===== config.mk =====
export PLATFORM = sky130hd
export DESIGN_NAME = obstacle_scroller
export DESIGN_NICKNAME = d
export VERILOG_FILES = /design/src/rtl/obstacle_scroller.sv
export SDC_FILE = /design/constraint.sdc
export NUM_CORES = 1
export LEC_CHECK = 0
export CAP_MARGIN = 25
export CORE_MARGIN = 10
export CORE_UTILIZATION = 45
export CTS_CLUSTER_SIZE = 8
export DETAILED_ROUTE_END_ITERATION = 10
export GPL_ROUTABILITY_DRIVEN = 0
export GPL_TIMING_DRIVEN = 1
export MAX_ROUTING_LAYER = met4
export PLACE_DENSITY = 0.74
export RECOVER_POWER = 100
export SLEW_MARGIN = 20
export SYNTH_ARGS = -nofsm -noshare
export SYNTH_HDL_FRONTEND = slang
export SYNTH_SLANG_ARGS = --single-unit

===== constraint.sdc =====
create_clock -name clk -period 2.35 [get_ports clk]
set_clock_uncertainty 0.1 [all_clocks]
set_input_delay 0.235 -clock clk [delete_from_list [all_inputs] [get_ports clk]]
set_output_delay 0.235 -clock clk [all_outputs]
set_load 0.02 [all_outputs]

===== src/rtl/obstacle_scroller.sv =====
// Three-lane obstacle window that scrolls toward the runner, requests new shapes,
// detects collisions and keeps score. Define SPEEDUP_EN to shorten the scroll period as score grows.
module obstacle_scroller #(
  parameter int NUM_COLS = 8,
  parameter int TICK_DIV = 50,
  parameter int SCORE_W  = 12
) (
  input  logic                    clk,
  input  logic                    reset,
  input  logic                    start,
  input  logic                    enable,
  input  logic [1:0]              top_shape,
  input  logic [1:0]              mid_shape,
  input  logic [1:0]              bottom_shape,
  input  logic [1:0]              player_lane,
  output logic                    update,
  output logic [2*NUM_COLS-1:0]   lane_top,
  output logic [2*NUM_COLS-1:0]   lane_mid,
  output logic [2*NUM_COLS-1:0]   lane_bot,
  output logic [SCORE_W-1:0]      score,
  output logic                    game_over
);

  // state | meaning
  // IDLE  | waiting for start; tick held at 0, lanes held
  // RUN   | scrolling (paused while enable=0), collision check active
  // HIT   | runner collided; everything frozen until start
  localparam logic [1:0] IDLE = 2'd0;
  localparam logic [1:0] RUN  = 2'd1;
  localparam logic [1:0] HIT  = 2'd2;

  localparam int TW = $clog2(TICK_DIV + 1);

  logic [1:0]         state;
  logic [TW-1:0]      tick;
  logic [TW-1:0]      period;
  logic [1:0]         sel_col0;
  logic               hit;
  logic               departing;
  logic               tick_last;
  logic               scroll_en;
  logic               restart;
  logic [SCORE_W-1:0] score_next;

  always_comb begin
    sel_col0 = 2'b00;
    case (player_lane)
      2'd0:    sel_col0 = lane_top[1:0];
      2'd1:    sel_col0 = lane_mid[1:0];
      2'd2:    sel_col0 = lane_bot[1:0];
      default: sel_col0 = 2'b00;
    endcase
  end

  assign hit        = (player_lane != 2'd3) && (sel_col0 != 2'b00);
  assign departing  = (|lane_top[1:0]) | (|lane_mid[1:0]) | (|lane_bot[1:0]);
  assign score_next = (departing && (score != {SCORE_W{1'b1}})) ? score + 1'b1 : score;
  assign tick_last  = (tick == period - TW'(1));
  assign scroll_en  = (state == RUN) && !hit && enable && tick_last;
  assign restart    = start && ((state == IDLE) || (state == HIT));
  assign game_over  = (state == HIT);

`ifdef SPEEDUP_EN
  localparam int MIN_PERIOD = TICK_DIV >> 2;

  function automatic logic [TW-1:0] speed_period(input logic [SCORE_W-1:0] s);
    logic [31:0] dec;
    dec = 32'(s >> 4) * 32'(TICK_DIV >> 3);
    if (dec >= 32'(TICK_DIV - MIN_PERIOD))
      return TW'(MIN_PERIOD);
    else
      return TW'(32'(TICK_DIV) - dec);
  endfunction

  // Period follows the score committed by the same scroll.
  always_ff @(posedge clk) begin
    if (reset)
      period <= TW'(TICK_DIV);
    else if (restart)
      period <= TW'(TICK_DIV);
    else if (scroll_en)
      period <= speed_period(score_next);
  end
`else
  assign period = TW'(TICK_DIV);
`endif

  always_ff @(posedge clk) begin
    if (reset) begin
      state    <= IDLE;
      tick     <= '0;
      lane_top <= '0;
      lane_mid <= '0;
      lane_bot <= '0;
      score    <= '0;
      update   <= 1'b0;
    end else begin
      update <= 1'b0;
      case (state)
        IDLE: begin
          tick <= '0;
          if (start) begin
            lane_top <= '0;
            lane_mid <= '0;
            lane_bot <= '0;
            score    <= '0;
            state    <= RUN;
          end
        end
        RUN: begin
          // Collision wins over a scroll falling on the same cycle.
          if (hit) begin
            state <= HIT;
          end else if (enable) begin
            if (tick_last) begin
              tick     <= '0;
              lane_top <= {top_shape,    lane_top[2*NUM_COLS-1:2]};
              lane_mid <= {mid_shape,    lane_mid[2*NUM_COLS-1:2]};
              lane_bot <= {bottom_shape, lane_bot[2*NUM_COLS-1:2]};
              score    <= score_next;
              update   <= 1'b1;
            end else begin
              tick <= tick + TW'(1);
            end
          end
        end
        HIT: begin
          if (start) begin
            lane_top <= '0;
            lane_mid <= '0;
            lane_bot <= '0;
            score    <= '0;
            tick     <= '0;
            state    <= RUN;
          end
        end
        default: state <= IDLE;
      endcase
    end
  end

endmodule

==> impl_metrics.toml <==
[timing]
report.final.slew_viol_count = 0
final_hold_viol_count = 0
slew-limit-headroom_pct = 65.88
rsz0062_at_grt = "no"
timing_worst_slew_pin_value_ps = 508.7
final.min_clock_period_ps = 2104
fmax_mhz = 475.4
fin_tns_setup_ps = 0
setup_viol = 0
final_period_utilization_pct = 89.51

[yosys]
netlist_instances = 365
synthesis.area_per_instance_sq_um = 8.025
asyncSetResetFlopFracSynth_pct = 0
synth_seq_cells = 69
synth_edf_count = 0
mappedNetlistArea_sq_um = 2929
synth-seq-area-share_pct = 47.16
most_used_flip_flop_cell_after_synthesis = "dfxtp_1"
mappedNetlistNets = 380
ys_warn_count = 0
number_of_distinct_standard_cells_referenced_by_the_synthesized_netlist = 51

[clocking]
cts.repair.resized = 0
clockRootBuffer = "clkbuf_8"
cts.htree.levels = 3
clkSlewWorstSetupHoldPaths_ps = 80
cts.repair_timing.setup_buffer_count = 0
clkSinkCount = 69
cts_buffers = 9
post_cts_hold_buffer_count = 0
ctsLongestPathBuffers = 2
clk-insertion-delay-late_ps = 350
clock_tree_from_tritoncts = "done"

[critical_path]
worstPathRequired_ps = 2490
critical_path_peak_fanout = 9
crit_path_end_kind = "flop"
critPathKind = "flop to flop"
critical_path_data_arrival_time_ps = 2250
start_kind = "flop"
r2r_slack_ps = 250

[power]
power.internal_uw = 1763
power.static_leakage_uw = 0.001482
combinationalPowerShare_pct = 9.4
power_uw = 2425
seq_power_share_pct = 49.0
vdd.ir_drop.worst_mv = 0.5306
pwr_density_cell_nw_per_um2 = 612.2
clock_power_share_pct = 41.7
sw_frac_of_total_pct = 27.30
reported_net_switching_power_uw = 662.0

[drt]
route.detailed.drc = 0
ant_nets = 0
viasPerCell = 5.388
vias = 2780
postRouteWirelength_microns = 7888
dr.pass1.iters = 7
wl_per_cell_microns = 15.29
drtIter0Drc = 139

[global_route]
grt_first_pass_wirelength_microns = 12880
grt_overflow = 0
antenna_violations_before_repair = 0
vias_in_the_first_global_route = 2596
grt_start_max_net_pins = 49
grt_util_all_layers_pct = 15.89

[floorplanning]
io-pin-count = 74
initial_core_util_pct = 46.13
core_region_area_sq_um = 6350
dieWidth_microns = 100.7
die_height_microns = 100.7
placementRows = 29
die_area_sq_um = 10140

[cells_and_area]
finish.net_count = 449
antennaDiodeCount = 0
area.growth.synth_to_final_pct = 35.24
post_route_cells_drive_above_1_share_pct = 9.339

[hold_path]
min_path_type = "input pin to flop"

[place]
detailedPlacementHpwl_microns = 5485
port-buffer-count = 73

[run]
maxCapViolations = 0

[run_status]
outcome = "finished clean"
==> metrics by stage <==
step	hold slack [ps]	cell area (sq um)	instances	setup WS (ps)	utilization [%]
3_5_place_dp	356.9	3772	500	100.3	59.41
6_report	330.2	3961	516	246.5	62.38
3_3_place_gp	354.5	3772	500	141.2	59.41
2_1_floorplan	271.0	2929	365	419.8	-
5_1_grt	334.1	3961	516	50.09	62.38
4_1_cts	306.9	3976	516	249.6	62.62
==> path summary, 6_finish.rpt <==
kind	from	to	cells after the start
setup / recovery	tick[0]$_SDFFE_PP0P_	score[8]$_SDFFE_PP0P_	6
hold / removal	top_shape[0]	lane_top[14]$_SDFFE_PP0P_	3
setup reg to reg	tick[0]$_SDFFE_PP0P_	score[8]$_SDFFE_PP0P_	6
hold reg to reg	lane_top[3]$_SDFFE_PP0P_	lane_top[1]$_SDFFE_PP0P_	2
==> cell families (layout without fill, tap and decap cells) <==
logic type / Yosys count / after routing / share of synthesized area (%)
adders and majority gates: 3 / 3 / 1.282
xor gates and xnor gates: 1 / 1 / 0.2991
muxes: 1 / 1 / 0.3844
buffers and inverters: 32 / 106 / 4.571
AOI/OAI and AO/OA: 95 / 95 / 19.69
DFF: 69 / 69 / 47.16
and+or+nand+nor: 164 / 164 / 26.61
==> Yosys cell counts (3+ instances only) <==
| master | count | share of area (%) |
|---|---|---|
| or3_1 | 3 | 0.64 |
| a31oi_1 | 7 | 1.5 |
| nor4b_1 | 4 | 1.2 |
| nor2_1 | 7 | 0.90 |
| nor3b_1 | 5 | 1.3 |
| o21ai_0 | 13 | 2.2 |
| a21oi_1 | 55 | 9.4 |
| buf_2 | 8 | 1.4 |
| inv_1 | 7 | 0.90 |
| ha_1 | 3 | 1.3 |
| dfxtp_1 | 69 | 47 |
| nand2_1 | 106 | 14 |
| nand3_1 | 17 | 2.9 |
| clkbuf_1 | 15 | 1.9 |
==> state kept, by name, indices dropped and copies added, names as in the netlist <==
signal,cells
score,12
lane_top,16
lane_mid,16
state,2
update,1
lane_bot,16
tick,6
==> critical path, stage by stage (launching register included) <==
cell      delay [ps]
dfxtp_1          390
ha_1             200
nand4b_2         180
o31ai_4          260
o21ai_2          190
nor4_1           320
mux2_2           360
==> power groups by stage <==
stage | sequential, uW | clock (uW) | combinational [uW]
6_report | 1190 | 1010 | 228
5_1_grt | 1190 | 1080 | 251
4_1_cts | 1190 | 1040 | 236
3_5_place_dp | 1220 | 0 | 235
3_3_place_gp | 1210 | 0 | 231
2_1_floorplan | 1220 | 0 | 136
==> layout by cell type (no fill, tap or decap), drive strengths merged, types with 2 or more instances in the layout <==
master / synthesis / routed
or4: 2 / 2
a211oi: 2 / 2
nand2b: 3 / 3
o21ai: 15 / 15
buf: 10 / 8
o31ai: 2 / 2
nor4b: 4 / 4
or3: 3 / 3
nor2: 7 / 7
o21a: 3 / 3
a21oi: 55 / 55
and4: 2 / 2
dlygate4sd3: 0 / 63
nand2: 106 / 106
clkbuf: 15 / 11
clkinvlp: 0 / 2
nor2b: 2 / 2
nand4b: 3 / 3
dfxtp: 69 / 69
nor4: 3 / 3
o211ai: 2 / 2
nor3b: 5 / 5
inv: 7 / 11
nand4: 2 / 2
clkdlybuf4s50: 0 / 10
a31oi: 7 / 7
or2: 2 / 2
nand3: 18 / 18
ha: 3 / 3
==> final cells by class <==
| type | instances | area (sq um) |
|---|---|---|
| clock buffer | 9 | 123.9 |
| clock inverter | 7 | 80.08 |
| fill | 560 | 2389 |
| inverter | 7 | 26.28 |
| multi-input combinational | 264 | 1415 |
| sequential | 69 | 1381 |
| tap | 77 | 96.34 |
| timing repair buffer | 83 | 838.3 |
==> per-layer routing <==
| layer | GRT usage [%] | part of all wire (%) |
|---|---|---|
| met1 | 18.26 | 42 |
| met2 | 23.69 | 47 |
| met3 | 7.545 | 9.3 |
| met4 | 5.543 | 1.5 |
| met5 | - | 0 |
No activity file was read; power rests on OpenSTA's default activity.
